==> config.mk <==
export PLATFORM = sky130hd
export DESIGN_NAME = instr_encoder
export DESIGN_NICKNAME = d
export VERILOG_FILES = /design/src/rtl/instr_encoder_pkg.sv /design/src/rtl/instr_pack.sv /design/src/rtl/instr_encoder.sv
export SDC_FILE = /design/constraint.sdc
export NUM_CORES = 1
export LEC_CHECK = 0
export CAP_MARGIN = 20
export CORE_MARGIN = 1
export CORE_UTILIZATION = 48
export DETAILED_ROUTE_END_ITERATION = 6
export DONT_BUFFER_PORTS = 1
export PLACE_DENSITY = 0.71
export SKIP_LAST_GASP = 1
export SLEW_MARGIN = 10
export SYNTH_ARGS = -nofsm -noshare
export SYNTH_HDL_FRONTEND = slang
export SYNTH_HIERARCHICAL = 1
export SYNTH_SLANG_ARGS = --single-unit
==> constraint.sdc <==
create_clock -name clk -period 2.2 [get_ports clk]
set_input_delay 0.33 -clock clk [delete_from_list [all_inputs] [get_ports clk]]
set_output_delay 0.33 -clock clk [all_outputs]
set_load 0.005 [all_outputs]
==> src/rtl/instr_encoder_pkg.sv <==
// instr_encoder_pkg: shared types and constants for the MIPS instruction encoder.
//   op_e    : 4-bit symbolic operation requested by the loader sequencer
//   state_e : output-register occupancy state of the encoder
//   OPC_* / FUNCT_* : MIPS major opcodes and R-type function codes
package instr_encoder_pkg;

    typedef enum logic [3:0] {
        OP_ADDU  = 4'd0,
        OP_SUBU  = 4'd1,
        OP_AND   = 4'd2,
        OP_OR    = 4'd3,
        OP_SLTU  = 4'd4,
        OP_JR    = 4'd5,
        OP_LW    = 4'd6,
        OP_SW    = 4'd7,
        OP_BEQ   = 4'd8,
        OP_ADDIU = 4'd9,
        OP_J     = 4'd10,
        OP_JAL   = 4'd11,
        OP_LUI   = 4'd12,
        OP_ORI   = 4'd13,
        OP_BLTZ  = 4'd14,
        OP_LI    = 4'd15
    } op_e;

    localparam logic [5:0] OPC_SPECIAL = 6'b000000;
    localparam logic [5:0] OPC_REGIMM  = 6'b000001;
    localparam logic [5:0] OPC_J       = 6'b000010;
    localparam logic [5:0] OPC_JAL     = 6'b000011;
    localparam logic [5:0] OPC_BEQ     = 6'b000100;
    localparam logic [5:0] OPC_ADDIU   = 6'b001001;
    localparam logic [5:0] OPC_ORI     = 6'b001101;
    localparam logic [5:0] OPC_LUI     = 6'b001111;
    localparam logic [5:0] OPC_LW      = 6'b100011;
    localparam logic [5:0] OPC_SW      = 6'b101011;

    localparam logic [5:0] FUNCT_JR    = 6'b001000;
    localparam logic [5:0] FUNCT_ADDU  = 6'b100001;
    localparam logic [5:0] FUNCT_SUBU  = 6'b100011;
    localparam logic [5:0] FUNCT_AND   = 6'b100100;
    localparam logic [5:0] FUNCT_OR    = 6'b100101;
    localparam logic [5:0] FUNCT_SLTU  = 6'b101011;

    // IDLE: output register empty; EMIT: one word held;
    // EMIT2: first word of an LI pair held, ORI word pending.
    typedef enum logic [1:0] {
        ST_IDLE  = 2'd0,
        ST_EMIT  = 2'd1,
        ST_EMIT2 = 2'd2
    } state_e;

endpackage

==> src/rtl/instr_pack.sv <==
// instr_pack: combinational field packer, op + fields -> 32-bit MIPS word.
//   op_i     : operation (LI is not a machine op and packs to 0)
//   rs_i, rt_i, rd_i : register fields
//   imm_i    : 16-bit immediate for I-type ops
//   target_i : 26-bit jump target for J/JAL
//   word_o   : encoded instruction; fields unused by the op are 0
module instr_pack
    import instr_encoder_pkg::*;
(
    input  op_e         op_i,
    input  logic [4:0]  rs_i,
    input  logic [4:0]  rt_i,
    input  logic [4:0]  rd_i,
    input  logic [15:0] imm_i,
    input  logic [25:0] target_i,
    output logic [31:0] word_o
);

    always_comb begin
        word_o = '0;
        case (op_i)
            OP_ADDU:  word_o = {OPC_SPECIAL, rs_i, rt_i, rd_i, 5'd0, FUNCT_ADDU};
            OP_SUBU:  word_o = {OPC_SPECIAL, rs_i, rt_i, rd_i, 5'd0, FUNCT_SUBU};
            OP_AND:   word_o = {OPC_SPECIAL, rs_i, rt_i, rd_i, 5'd0, FUNCT_AND};
            OP_OR:    word_o = {OPC_SPECIAL, rs_i, rt_i, rd_i, 5'd0, FUNCT_OR};
            OP_SLTU:  word_o = {OPC_SPECIAL, rs_i, rt_i, rd_i, 5'd0, FUNCT_SLTU};
            OP_JR:    word_o = {OPC_SPECIAL, rs_i, 15'd0, FUNCT_JR};
            OP_LW:    word_o = {OPC_LW,    rs_i, rt_i, imm_i};
            OP_SW:    word_o = {OPC_SW,    rs_i, rt_i, imm_i};
            OP_BEQ:   word_o = {OPC_BEQ,   rs_i, rt_i, imm_i};
            OP_ADDIU: word_o = {OPC_ADDIU, rs_i, rt_i, imm_i};
            OP_ORI:   word_o = {OPC_ORI,   rs_i, rt_i, imm_i};
            OP_LUI:   word_o = {OPC_LUI,   5'd0, rt_i, imm_i};
            OP_BLTZ:  word_o = {OPC_REGIMM, rs_i, 5'd0, imm_i};
            OP_J:     word_o = {OPC_J,   target_i};
            OP_JAL:   word_o = {OPC_JAL, target_i};
            default:  word_o = '0;
        endcase
    end

endmodule

==> src/rtl/instr_encoder.sv <==
// instr_encoder: sequential MIPS instruction encoder for the program loader.
// Accepts symbolic requests over valid/ready and emits addressed 32-bit words.
//   BASE_ADDR : byte address of the first emitted word
//   clk, reset (async, active-high), flush (sync: drop words, rewind address)
//   in_valid/in_ready, in_op, in_rs, in_rt, in_rd, in_imm, in_target : request
//   out_valid/out_ready, out_instr, out_addr : encoded word stream
//   err : one-cycle pulse after an illegal request is accepted
// Build option INSTR_ENCODER_PSEUDO_EN: when defined, LI (op 15) expands into
// ORI, LUI, or a LUI+ORI pair; when undefined, op 15 is illegal.
module instr_encoder
    import instr_encoder_pkg::*;
#(
    parameter logic [31:0] BASE_ADDR = 32'h0000_0000
) (
    input  logic        clk,
    input  logic        reset,
    input  logic        flush,
    input  logic        in_valid,
    output logic        in_ready,
    input  logic [3:0]  in_op,
    input  logic [4:0]  in_rs,
    input  logic [4:0]  in_rt,
    input  logic [4:0]  in_rd,
    input  logic [31:0] in_imm,
    input  logic [25:0] in_target,
    output logic        out_valid,
    input  logic        out_ready,
    output logic [31:0] out_instr,
    output logic [31:0] out_addr,
    output logic        err
);

    state_e      state_q;
    logic [31:0] instr_q;
    logic [31:0] addr_q;
    logic        err_q;

    op_e         req_op;
    op_e         p_op;
    logic [4:0]  p_rs;
    logic [15:0] p_imm;
    logic        illegal;
    logic [31:0] first_word;
    logic        accept;
    logic        out_hs;

    assign req_op    = op_e'(in_op);
    assign out_valid = (state_q != ST_IDLE);
    assign out_instr = instr_q;
    assign out_addr  = addr_q;
    assign err       = err_q;
    // flush blocks acceptance; a pending ORI (EMIT2) blocks new requests.
    assign in_ready  = !flush && ((state_q == ST_IDLE) || ((state_q == ST_EMIT) && out_ready));
    assign accept    = in_valid && in_ready;
    assign out_hs    = out_valid && out_ready;

`ifdef INSTR_ENCODER_PSEUDO_EN
    logic        two_word;
    logic [31:0] ori_word;
    logic [31:0] ori_q;

    // LI chooses the cheapest form: ORI from $0, bare LUI, or LUI then ORI.
    always_comb begin
        p_op     = req_op;
        p_rs     = in_rs;
        p_imm    = in_imm[15:0];
        illegal  = 1'b0;
        two_word = 1'b0;
        if (req_op == OP_LI) begin
            if (in_imm[31:16] == 16'd0) begin
                p_op = OP_ORI;
                p_rs = 5'd0;
            end else begin
                p_op     = OP_LUI;
                p_imm    = in_imm[31:16];
                two_word = (in_imm[15:0] != 16'd0);
            end
        end
    end

    // Second word of a pair: ORI rt,rt,imm[15:0], captured at accept time.
    instr_pack u_pack_ori (
        .op_i     (OP_ORI),
        .rs_i     (in_rt),
        .rt_i     (in_rt),
        .rd_i     (5'd0),
        .imm_i    (in_imm[15:0]),
        .target_i (26'd0),
        .word_o   (ori_word)
    );
`else
    logic unused_imm_hi;
    assign unused_imm_hi = ^in_imm[31:16];

    always_comb begin
        p_op    = req_op;
        p_rs    = in_rs;
        p_imm   = in_imm[15:0];
        illegal = (req_op == OP_LI);
    end
`endif

    instr_pack u_pack_first (
        .op_i     (p_op),
        .rs_i     (p_rs),
        .rt_i     (in_rt),
        .rd_i     (in_rd),
        .imm_i    (p_imm),
        .target_i (in_target),
        .word_o   (first_word)
    );

    always_ff @(posedge clk or posedge reset) begin
        if (reset) begin
            state_q <= ST_IDLE;
            instr_q <= '0;
            addr_q  <= BASE_ADDR;
            err_q   <= 1'b0;
`ifdef INSTR_ENCODER_PSEUDO_EN
            ori_q   <= '0;
`endif
        end else begin
            // accept is already gated by flush, so err cannot fire on a flush.
            err_q <= accept && illegal;
            if (flush) begin
                state_q <= ST_IDLE;
                addr_q  <= BASE_ADDR;
            end else begin
                if (out_hs) begin
                    addr_q <= addr_q + 32'd4;
                end
                if (accept) begin
                    // Accept only happens in IDLE or alongside an EMIT handshake,
                    // so the held word is free to be overwritten here.
                    if (illegal) begin
                        state_q <= ST_IDLE;
                    end else begin
                        instr_q <= first_word;
`ifdef INSTR_ENCODER_PSEUDO_EN
                        ori_q   <= ori_word;
                        state_q <= two_word ? ST_EMIT2 : ST_EMIT;
`else
                        state_q <= ST_EMIT;
`endif
                    end
                end else if (out_hs) begin
                    case (state_q)
`ifdef INSTR_ENCODER_PSEUDO_EN
                        ST_EMIT2: begin
                            instr_q <= ori_q;
                            state_q <= ST_EMIT;
                        end
`endif
                        default: state_q <= ST_IDLE;
                    endcase
                end
            end
        end
    end

endmodule

# [After elaboration in Yosys (flattened, before gate mapping)]
# Index checks and enable logic that the tools add are counted.
[op_classes] add_sub_neg=1 eq_ne=16 mux=7 n_bitwise=2 n_reduce_logical=13
[ops] op="32-bit one-hot mux with 15 select lines" n=1
[ops] op="32-bit two-way mux" n=2
[ops] op="32-bit by 3-bit adder with 32-bit output, second input constant" n=1
[ops] op="4-bit equality test, second input constant" n=8
[ops] op="4-bit by 3-bit equality test with 1-bit output, second input constant" n=4
[ops] op="4-bit by 2-bit equality test with 1-bit output, second input constant" n=2
[ops] op="2-bit two-way mux" n=3
[ops] op="1-bit logical AND" n=5
[ops] op="4-bit by 1-bit equality test with 1-bit output, second input constant" n=1
[ops] op="4-bit zero test" n=1
[ops] op="2-bit nonzero test" n=2
[ops] op="3-bit AND reduction" n=1
[ops] op="3-bit nonzero test" n=1
[ops] op="2-bit by 1-bit equality test with 1-bit output, second input constant" n=1
[ops] op="2-bit zero test" n=1
[ops] op="1-bit inverter" n=2
[ops] op="1-bit zero test" n=1
[ops] op="1-bit logical OR" n=1
[ops] op="1-bit two-way mux" n=1
[word_totals] regBits=67 inputBits=82 out_inout_bits=67 word_cells=43

# [Depth between registers and ports, before layout]
[logic_depth] word_depth=7 depth_mapped=6 mapped_depth_nobuf=5

# [Cells and area by module]
# The synthesis kept the hierarchy.
[modules_own_cells] module="instr_encoder" instances=1 cells_each=256 area_each_um2=2919.0 seq_area_each_um2=1601.5
[modules_own_cells] module="instr_pack" instances=1 cells_each=106 area_each_um2=716.9 seq_area_each_um2=0.0

# [Worst setup path before layout]
# Ideal clock, no wire load.
[synth_timing] path_type="reg2reg" startpoint="register addr_q[7] (netlist: out_addr[7])" endpoint="register addr_q[24] (netlist: out_addr[24])" setup_time_ps=125 arrival_time_ps=1896 required_ps=2075 slack_ps=180 path_stages_with_launch=7 n_path_buf=2 period_less_slack_ps=2020 path_cell_list="dfrtp_1 nand3_2 or4_1 buf_2 buf_2 nor4_1 mux2_2"
[synth_between] elab_chain_cells=3
[synth_lines] element="start, declared" line_no="instr_encoder.sv:35" text="logic [31:0] addr_q;"
[synth_lines] element="start signal, assigned" line_no="instr_encoder.sv:130" text="addr_q <= addr_q + 32'd4;"
[synth_lines] element="32-bit by 3-bit adder with 32-bit output" line_no="instr_encoder.sv:130"
[synth_lines] element="32-bit two-way mux" line_no="instr_encoder.sv:129" text="if (out_hs) begin"
[synth_lines] element="32-bit two-way mux" line_no="instr_encoder.sv:125" text="if (flush) begin"
# Every way passes these cells. The select of a mux whose other input is x is not followed.
# A chain may end at the register's enable or synchronous reset.

# [Worst setup path after layout]
[layout_timing] startpoint="register addr_q[14] (netlist: out_addr[14])" endpoint="register addr_q[25] (netlist: out_addr[25])"
# The elaborated chain is that of the path after synthesis.

==> summary.md <==
| Metric | Value |
|---|---|
| RD Place Congestion | `0.786` |
| Layout Nets | `about 450` |
| Layout cells sized above 1 | `between 20% and 30%` |
| Total power | `2.71 mW` |
| Final max-slew violation count | `0` |
| Number of flops mapped to enable cells by yosys | `0` |
| Area of the core | `roughly 7300 sq um` |
| DRT Pass-1 Iters | `4` |
| Fillers | `655` |
| Cts bufs inserted | `9` |
| Final setup TNS | `0 ns` |
| Worst flop-to-flop path endpoint | `out_addr[25]` |
| Clk_lat worst skew | `0.33 ns` |
| Htree depth | `3` |
| Most frequent cells in the layout | `dfrtp_1, mux2_2, nor2_1` |
| Drt initial violations | `approximately 130` |
| Drt wl/cell | `16.8 microns` |
| Initial antenna violation count | `0` |
| VDD IR max | `0.562 mV` |
| RR Startpoint | `out_addr[14]` |
| Clock sinks | `64` |
| Max frequency | `483 MHz` |
| Synth Instances | `362` |
| Final cycle utilization of the critical path | `94.2%` |
| Async SR Flop Fraction | `100%` |
| Max incr delay on CP | `0.42 ns` |
| Synth Warn # | `6` |
| Die X | `89.0 microns` |
| Root Driver | `clkbuf_8` |
| DRT Wirelength | `7880 microns` |
| Reg2reg path depth | `5` |
| Total track usage | `20.0%` |
| Final setup skew | `between 0.006 and 0.007 ns` |
| Req. time, crit path | `2.41 ns` |
| FF-to-FF setup slack | `between 0.1 and 0.15 ns` |
| Most common cell after layout, fill and taps aside | `dfrtp_1` |
| DIE AREA | `7930 sq um` |
| Post-synthesis sequential area ratio | `44.0%` |
| Startpoint types | `flop` |
| Crit Path Max Fanout | `23` |
| Setup WS pre-CTS | `approximately 0.13 ns` |
| Post-layout instance area | `3960 sq um` |
| Maxcap violations | `0` |
| Leakage dissipation | `1.62 nW` |
| Seq pwr share | `51.7%` |
| Clock buffer depth | `2` |
| CP Cell Sequence | `nand4_1 > or4_1 > buf_4 > nor4_1 > mux2_2` |
| Clk pin slew, worst setup/hold paths | `0.07 ns` |
| Syn Std Cell Area | `3640 sq um` |
| Crit path capture type | `flop` |
| Worst setup path startpoint | `out_addr[14]` |
| Critical path class | `flop to flop` |
| Combinational power share | `11.2%` |
| Synthesized flop and latch total | `between 60 and 70` |
| Syn avg cell area | `around 10 sq um` |
| Minimum clock period | `2.07 ns` |
| Clk pwr share | `37.0%` |
| Predominant post-synthesis flop cell | `dfrtp_1` |
| Standard-cell rows | `31` |
| Wire length of the first global-routing pass | `12300 microns` |
| Area growth from synthesis to layout | `8.77%` |
| Outcome | `completed` |
| Post CTS Setup Buffer Count | `0` |
| Vias per cell | `a little over 6` |
| CP max stage cell | `dfrtp_1` |
| Sw Share | `24.1%` |
| Final Hold Vio Count | `0` |
| Net switching power | `0.652 mW` |
| Via count | `2826` |
| Final setup violation count | `0` |
| CP delay by family, top | `simple AND/OR/NAND/NOR gates` |
| Vias in the first global route | `2672` |
| Min-delay src | `flush` |
| Tightest Hold Check Type | `input port to flop` |
| CTS tree | `done` |
| Setup ws final | `between 0.1 and 0.15 ns` |
| Routed Antenna Nets | `0` |
| Pwr dens | `685 nW/um^2` |
| Post-synth cell types | `50` |
| Multi-input logic area | `1840 sq um` |
| N_diodes | `0` |
| Worst EP arrival | `~2.3 ns` |
| Die Y | `89.0 microns` |
| Global route overflow | `0` |
| Worst-Margin Slew | `0.516 ns` |
| Sequential standard cell area | `1600 sq um` |
| Port bufs | `0` |
| Largest net degree at the start of global routing | `between 40 and 50` |
| Post-detail-place hpwl | `5580 microns` |
| RSZ-0062 raised after global routing | `false` |
| P_int | `2.06 mW` |
| Placed instance area | `between 3000 and 4000 sq um` |
| Initial Utilization | `49.9%` |
| WHS Path Cells | `1` |
| Slew HR | `65.3%` |
| Residual DRC | `0` |
| CP Buf/Inv Count | `1` |
| Hold path endpoint | `out_addr[19]` |
| Num ports | `149` |
## metrics by stage
| step | hold WS, ns | util (%) | std cells |
|---|---|---|---|
| 6_report | 0.0555 | 54.2 | 468 |
| 2_1_floorplan | 0.443 | - | 363 |
| 4_1_cts | 0.0390 | 54.1 | 468 |
| 3_5_place_dp | 0.262 | 51.3 | 451 |
| 5_1_grt | 0.0382 | 54.2 | 468 |
| 3_3_place_gp | 0.253 | 51.3 | 451 |
## cells in the mapped netlist (9+ instances only)
master / instances / area share, %
dfrtp_1: 64 / 44
mux2_2: 39 / 12
nor2_1: 27 / 2.8
a21oi_1: 22 / 3.0
nor2b_1: 18 / 3.1
nand2_1: 17 / 1.8
nand3_1: 12 / 1.7
o31ai_1: 12 / 2.5
or4_1: 12 / 2.5
clkbuf_1: 11 / 1.1
inv_1: 9 / 0.93
nor4_1: 9 / 1.5
## area by class of cell
| class | count | share of cell area, % |
|---|---|---|
| sequential | 64 | 40.5 |
| inverter | 9 | 0.854 |
| tap | 99 | 3.13 |
| clock inverter | 3 | 1.01 |
| multi-input combinational | 261 | 46.5 |
| timing repair buffer | 19 | 3.99 |
| clock buffer | 13 | 4.02 |
## sequential cells by signal, summed over array words and instances (netlist names)
| signal | count |
|---|---|
| err | 1 |
| state_q | 1 |
| out_addr | 30 |
| out_instr | 32 |
## cells by family (layout without fill, tap and decap cells)
| family | count (synthesis) | count (layout) | share of synthesized area (%) |
|---|---|---|---|
| buf+inv | 38 | 44 | 5.71 |
| xor+xnor | 8 | 8 | 1.93 |
| fa+ha+maj | 1 | 1 | 0.344 |
| flops | 64 | 64 | 44.0 |
| compound gates | 83 | 83 | 15.9 |
| mux | 40 | 40 | 12.4 |
| simple gates | 126 | 126 | 19.5 |
| other cells | 2 | 3 | 0.207 |
## metal layers
metal	vias up	share of wire, %	GRT usage [%]
met5	-	0	0
met4	0	1.5	7.94
met3	14	8.2	6.46
met2	109	48	32.4
met1	1367	42	25.0
li1	1336	-	-
## power groups by stage
stage,Sequential (mW),Clock [mW],Combinational (mW)
finish,1.40,1.00,0.304
global route,1.42,1.08,0.341
CTS,1.40,1.03,0.308
detailed placement,1.43,0,0.306
global placement,1.42,0,0.294
floorplan,1.39,0,0.288
## worst max-delay path by stage
| stage | to | slack, ns | cells past startpoint |
|---|---|---|---|
| final | out_addr[25] | 0.13 | 5 |
| after global routing | out_addr[25] | 0.005 | 5 |
| after CTS | out_addr[24] | 0.12 | 5 |
| after detailed placement | out_addr[24] | 0.13 | 5 |
| after global placement | out_addr[24] | 0.19 | 5 |
| after floorplan | out_addr[24] | 0.18 | 6 |
## timing repair
item / 4_1_cts / 5_1_grt
endpoints found under the setup margin: 0 / 2
hold buffers: 1 / 0
hold endpoints to repair: 20 / 0
gates resized for setup: 0 / 2
Power figures use the tool's default switching activity.
